$ cat src/rtl/ram_stream_reader_pkg.sv
// Shared types and constants for the RAM stream reader.
// Holds the FSM state encoding and the skid FIFO depth.
package ram_stream_reader_pkg;

  typedef enum logic {
    ST_IDLE = 1'b0,
    ST_RUN  = 1'b1
  } state_t;

  localparam int FIFO_DEPTH = 2;

endpackage

$ cat src/rtl/ram_stream_reader_fifo.sv
// Two-entry register FIFO that absorbs the RAM read latency.
// The head register drives the stream output directly.
module stream_fifo2
  import ram_stream_reader_pkg::*;
#(
  parameter int DATA_WIDTH = 16
) (
  input  logic                  Clock,
  input  logic                  Reset,
  input  logic                  push_i,
  input  logic                  pop_i,
  input  logic [DATA_WIDTH-1:0] din_i,
  output logic [DATA_WIDTH-1:0] dout_o,
  output logic [1:0]            count_o,
  output logic                  valid_o
);

  logic [DATA_WIDTH-1:0] head_q, head_d;
  logic [DATA_WIDTH-1:0] tail_q, tail_d;
  logic [1:0]            cnt_q, cnt_d;
  logic                  pop_ok;

  assign pop_ok  = pop_i && (cnt_q != 2'd0);
  assign dout_o  = head_q;
  assign count_o = cnt_q;
  assign valid_o = (cnt_q != 2'd0);

  // Next-state: shift tail into head on pop, land new data behind the head.
  always_comb begin
    head_d = head_q;
    tail_d = tail_q;
    cnt_d  = cnt_q;
    case (cnt_q)
      2'd0: begin
        if (push_i) begin
          head_d = din_i;
          cnt_d  = 2'd1;
        end
      end
      2'd1: begin
        case ({push_i, pop_ok})
          2'b10: begin
            tail_d = din_i;
            cnt_d  = 2'd2;
          end
          2'b01: cnt_d = 2'd0;
          2'b11: head_d = din_i;
          default: ;
        endcase
      end
      2'd2: begin
        if (pop_ok) begin
          head_d = tail_q;
          if (push_i) begin
            tail_d = din_i;
          end else begin
            cnt_d = 2'd1;
          end
        end
      end
      default: cnt_d = 2'd0;
    endcase
  end

  // Storage and occupancy registers, cleared by the shared reset.
  always_ff @(posedge Clock) begin
    if (!Reset) begin
      head_q <= '0;
      tail_q <= '0;
      cnt_q  <= 2'd0;
    end else begin
      head_q <= head_d;
      tail_q <= tail_d;
      cnt_q  <= cnt_d;
    end
  end

endmodule

$ cat src/rtl/ram_stream_reader.sv
// Walks a run of RAM addresses and streams the words out
// on a valid/ready interface through a 2-entry skid FIFO.
module ram_stream_reader
  import ram_stream_reader_pkg::*;
#(
  parameter int DATA_WIDTH = 16,
  parameter int ADDR_WIDTH = 8,
  parameter int LEN_WIDTH  = 9
) (
  input  logic                  Clock,
  input  logic                  Reset,
  input  logic                  iStart,
  input  logic [ADDR_WIDTH-1:0] iBaseAddress,
  input  logic [LEN_WIDTH-1:0]  iLength,
  output logic [ADDR_WIDTH-1:0] oReadAddress,
  input  logic [DATA_WIDTH-1:0] iRamData,
  output logic [DATA_WIDTH-1:0] oData,
  output logic                  oValid,
  input  logic                  iReady,
  output logic                  oBusy,
  output logic                  oDone
);

  state_t                state_q;
  logic [ADDR_WIDTH-1:0] addr_q;
  logic [LEN_WIDTH-1:0]  rem_q;
  logic [LEN_WIDTH-1:0]  popcnt_q;
  logic                  infl_q;
  logic                  done_q;

  logic [1:0] fcnt;
  logic       fvalid;
  logic       pop;
  logic       issue;
  logic [2:0] occ;

  assign pop   = fvalid & iReady;
  // Slots already claimed, counting the word still coming out of the RAM.
  assign occ   = {1'b0, fcnt} + {2'b00, infl_q} - {2'b00, pop};
  assign issue = (state_q == ST_RUN) && (rem_q != '0)
              && (occ < 3'(FIFO_DEPTH));

  assign oReadAddress = addr_q;
  assign oBusy        = (state_q == ST_RUN);
  assign oDone        = done_q;
  assign oValid       = fvalid;

  stream_fifo2 #(
    .DATA_WIDTH(DATA_WIDTH)
  ) u_fifo (
    .Clock  (Clock),
    .Reset  (Reset),
    .push_i (infl_q),
    .pop_i  (pop),
    .din_i  (iRamData),
    .dout_o (oData),
    .count_o(fcnt),
    .valid_o(fvalid)
  );

  // Control FSM with address, issue and completion counters.
  always_ff @(posedge Clock) begin
    if (!Reset) begin
      state_q  <= ST_IDLE;
      addr_q   <= '0;
      rem_q    <= '0;
      popcnt_q <= '0;
      infl_q   <= 1'b0;
      done_q   <= 1'b0;
    end else begin
      done_q <= 1'b0;
      infl_q <= issue;
      case (state_q)
        ST_IDLE: begin
          if (iStart) begin
            if (iLength != '0) begin
              state_q  <= ST_RUN;
              addr_q   <= iBaseAddress;
              rem_q    <= iLength;
              popcnt_q <= iLength;
            end else begin
              done_q <= 1'b1;
            end
          end
        end
        ST_RUN: begin
          if (issue) begin
            addr_q <= addr_q + ADDR_WIDTH'(1);
            rem_q  <= rem_q - LEN_WIDTH'(1);
          end
          if (pop) begin
            popcnt_q <= popcnt_q - LEN_WIDTH'(1);
            if (popcnt_q == LEN_WIDTH'(1)) begin
              state_q <= ST_IDLE;
              done_q  <= 1'b1;
            end
          end
        end
        default: state_q <= ST_IDLE;
      endcase
    end
  end

endmodule
$ cat config.mk
export PLATFORM = sky130hd
export DESIGN_NAME = ram_stream_reader
export DESIGN_NICKNAME = d
export VERILOG_FILES = /design/src/rtl/ram_stream_reader_pkg.sv /design/src/rtl/ram_stream_reader_fifo.sv /design/src/rtl/ram_stream_reader.sv
export SDC_FILE = /design/constraint.sdc
export NUM_CORES = 1
export LEC_CHECK = 0
export ABC_AREA = 1
export BUFFER_PORTS_ARGS = -buffer_cell sky130_fd_sc_hd__buf_2
export CELL_PAD_IN_SITES_DETAIL_PLACEMENT = 0
export CELL_PAD_IN_SITES_GLOBAL_PLACEMENT = 1
export CORE_UTILIZATION = 40
export CTS_BUF_LIST = sky130_fd_sc_hd__clkbuf_4 sky130_fd_sc_hd__clkbuf_8
export DETAILED_ROUTE_END_ITERATION = 10
export PLACE_DENSITY_LB_ADDON = 0.1
export SLEW_MARGIN = 10
export SYNTH_ARGS = -nofsm -noshare
export SYNTH_HDL_FRONTEND = slang
export SYNTH_SLANG_ARGS = --single-unit
$ cat constraint.sdc
create_clock -name Clock -period 2.4 [get_ports Clock]
set_clock_uncertainty 0.2 [all_clocks]
set_input_delay 0.36 -clock Clock [delete_from_list [all_inputs] [get_ports Clock]]
set_output_delay 0.36 -clock Clock [all_outputs]
set_load 0.02 [all_outputs]
==> results.ini <==
[floorplanning]
io_pins = 64
dieArea_um2 = 9110
die_w_um = 95.4
initial_utilization_pct = 41.9
std_cell_rows = 33
die_h_um = 95.4
coreArea_um2 = 8340

[yosys]
avgSynthCellArea_um2 = 6.56
ys.flop_type = dfxtp_1
ys_types = 36
synth_edf_count = 0
synth-seq-cells = 63
syn_nets = 574
ys_async_sr_fraction_pct = 0
seq_area_frac_synth_pct = 36.1
synth_warnings = 0
netlist_area_um2 = 3490
synthCells = 532

[timing]
max_freq_mhz = 457
worstMarginPinSlew_ns = 1.06
fin_setup_tns_ns = 0
finalCritPeriodShare_pct = 91.2
setup_viol = 0
worst_hold_slack_ns = 0.0648
fin_ws_ns = 0.210
drv_slew = 0
hold_violations = 0
period_minus_slack_ns = 2.19
rsz0062_at_grt = false
maxSlewHeadroom_pct = 29.1

[global_route]
grtUsageTotal_pct = 20.2
grt_start_max_net_pins = 33
antenna_found_initial = 0
grt_pass1_vias = 3091
grt_pass1_wl_mm = 14.2
overflow = 0

[place]
io_buffer_count = 63
placed_area_um2 = 3840
hpwlAfterDp_mm = 5.92
dp_slack_ns = 0.0566
place_congestion = 0.786

[route]
wl_per_cell_um = 12.2
routed_wl_mm = 8.53
vias_per_cell = 4.82
drtIter0Drc = 149
firstDrtPassIters = 4
vias = 3371
final_antenna_net_count = 0
drcViolationCount = 0

[setup_path]
cp_slowest_cell = fa_1
critPathBufInv = 2
crit_chain = inv_2 -> nand2_4 -> nor2_4 -> o21ai_0 -> fa_1 -> nand3_1 -> nor2_2 -> nand2_2 -> nand2_2 -> buf_4 -> nand2_1 -> nand2_1 -> nor2_1
required_ns = 2.43
worstPathArrival_ns = 2.22
critPathCaptureType = register
critPathTopFamily = simple AND/OR/NAND/NOR gates
slowest_delay_ns = 0.49
worstSetupStartpointType = register
crit_type = register to register
crit_fanout = 7

[cells_and_area]
synthToLayoutAreaGrowth_pct = 16.0
final_area_um2 = 4050
drive_above_1_share_pct = 20.9
num-nets-final = 632
antennaDiodeCount = 0

[cts]
root_buffer = clkbuf_8
cts_tree = yes
clock_latency_ns = 0.33
cts-htree-levels = 3
cts_setup_buffers = 0
cts_hold_buf = 0
cts.sink_count = 63
clkTransAtPathRegs_ns = 0.07
cts_buffers = 9
cts_resized = 0
clockBufferDepth = 2

[power_and_ir_drop]
ir_drop_uv = 303
pwr_density_cell_nw_per_um2 = 705
leakage_nw = 2.04

[outcome]
status = finished clean

[hold_path]
hold_class = input pin to register

[run]
maxCapViolations = 0

cell usage after synthesis (9+ instances only):
library cell    n  area [µm²]
a21oi_2        14         123
o21ai_1        12        60.1
dfxtp_1        63        1260
o21ai_0        37         185
nor2_1         80         300
buf_2           9        45.0
nand2_1       151         567
nand3_1        36         180
inv_1          52         195
a31oi_1        16         100
final timing paths:
path / slack [ns] / startpoint / cells past startpoint / endpoint
worst max-delay path: 0.21 / u_fifo.count_o[0] / 13 / oReadAddress[2]
worst min register to register: 0.28 / u_fifo.tail_q[4] / 2 / u_fifo.dout_o[4]
worst max register to register: 0.21 / u_fifo.count_o[0] / 13 / oReadAddress[2]
worst min-delay path: 0.06 / iRamData[13] / 3 / u_fifo.tail_q[13]
report_power, final:
part           total [W]  internal, W  switching (W)
Combinational   0.000660     0.000233       0.000427
Sequential       0.00119      0.00113      0.0000643
Clock            0.00100     0.000577       0.000424
Total            0.00286      0.00194       0.000915
sequential cells by signal (all words and copies together) (netlist names):
name            count
u_fifo.dout_o      16
oDone               1
oBusy               1
u_fifo.count_o      2
oReadAddress        8
infl_q              1
rem_q               9
u_fifo.tail_q      16
popcnt_q            9
metrics by stage:
stage / total power, W / std cells / utilization (%)
5_1_grt: 0.00304 / 699 / 48.6
3_5_place_dp: 0.00188 / 684 / 46.1
4_1_cts: 0.00289 / 699 / 48.6
6_report: 0.00286 / 699 / 48.6
3_3_place_gp: 0.00187 / 684 / 46.1
2_1_floorplan: 0.00171 / 532 / -
metal layers:
layer | wire [µm] | GRT usage [%] | vias up | share of wire, %
met3 | 346 | 3.59 | 8 | 4.1
met5 | 0 | 0 | - | 0
met4 | 102 | 6.34 | 0 | 1.2
li1 | - | - | 1797 | -
met1 | 4140 | 26.6 | 1511 | 49
met2 | 3930 | 33.4 | 55 | 46
cells by family (layout without fill, tap and decap cells):
| group | Yosys count | in the layout | share of synthesized area [%] |
|---|---|---|---|
| simple gates | 284 | 284 | 33.7 |
| compound gates | 95 | 95 | 16.8 |
| buf+inv | 83 | 145 | 10.9 |
| flops | 63 | 63 | 36.1 |
| fa+ha+maj | 5 | 5 | 2.01 |
| xor+xnor | 2 | 2 | 0.502 |
placed cells by master (no fill, tap or decap), types with 9 or more instances in the layout:
cell type,instances
nand2_1,151
nor2_1,80
dfxtp_1,63
buf_2,63
inv_1,52
o21ai_0,37
nand3_1,36
a31oi_1,16
a21oi_2,14
o21ai_1,12
clkbuf_8,9
worst register-to-register path: cells and delay by family (launching register included):
kind                     cells  cell delay (ns)
AND/OR/NAND/NOR              9             0.71
adder cells (fa/ha/maj)      1             0.49
flip-flops                   1             0.31
buffers and inverters        2             0.26
AO/OA/AOI/OAI                1             0.11
area by class of cell:
type	count	area [µm²]
Fill cell	914	4290
Multi-Input combinational cell	386	1850
Sequential cell	63	1260
Timing Repair Buffer	71	375
Inverter	59	221
Tap cell	105	131
Clock buffer	9	124
Clock inverter	6	86.3
Power figures use the tool's default switching activity.
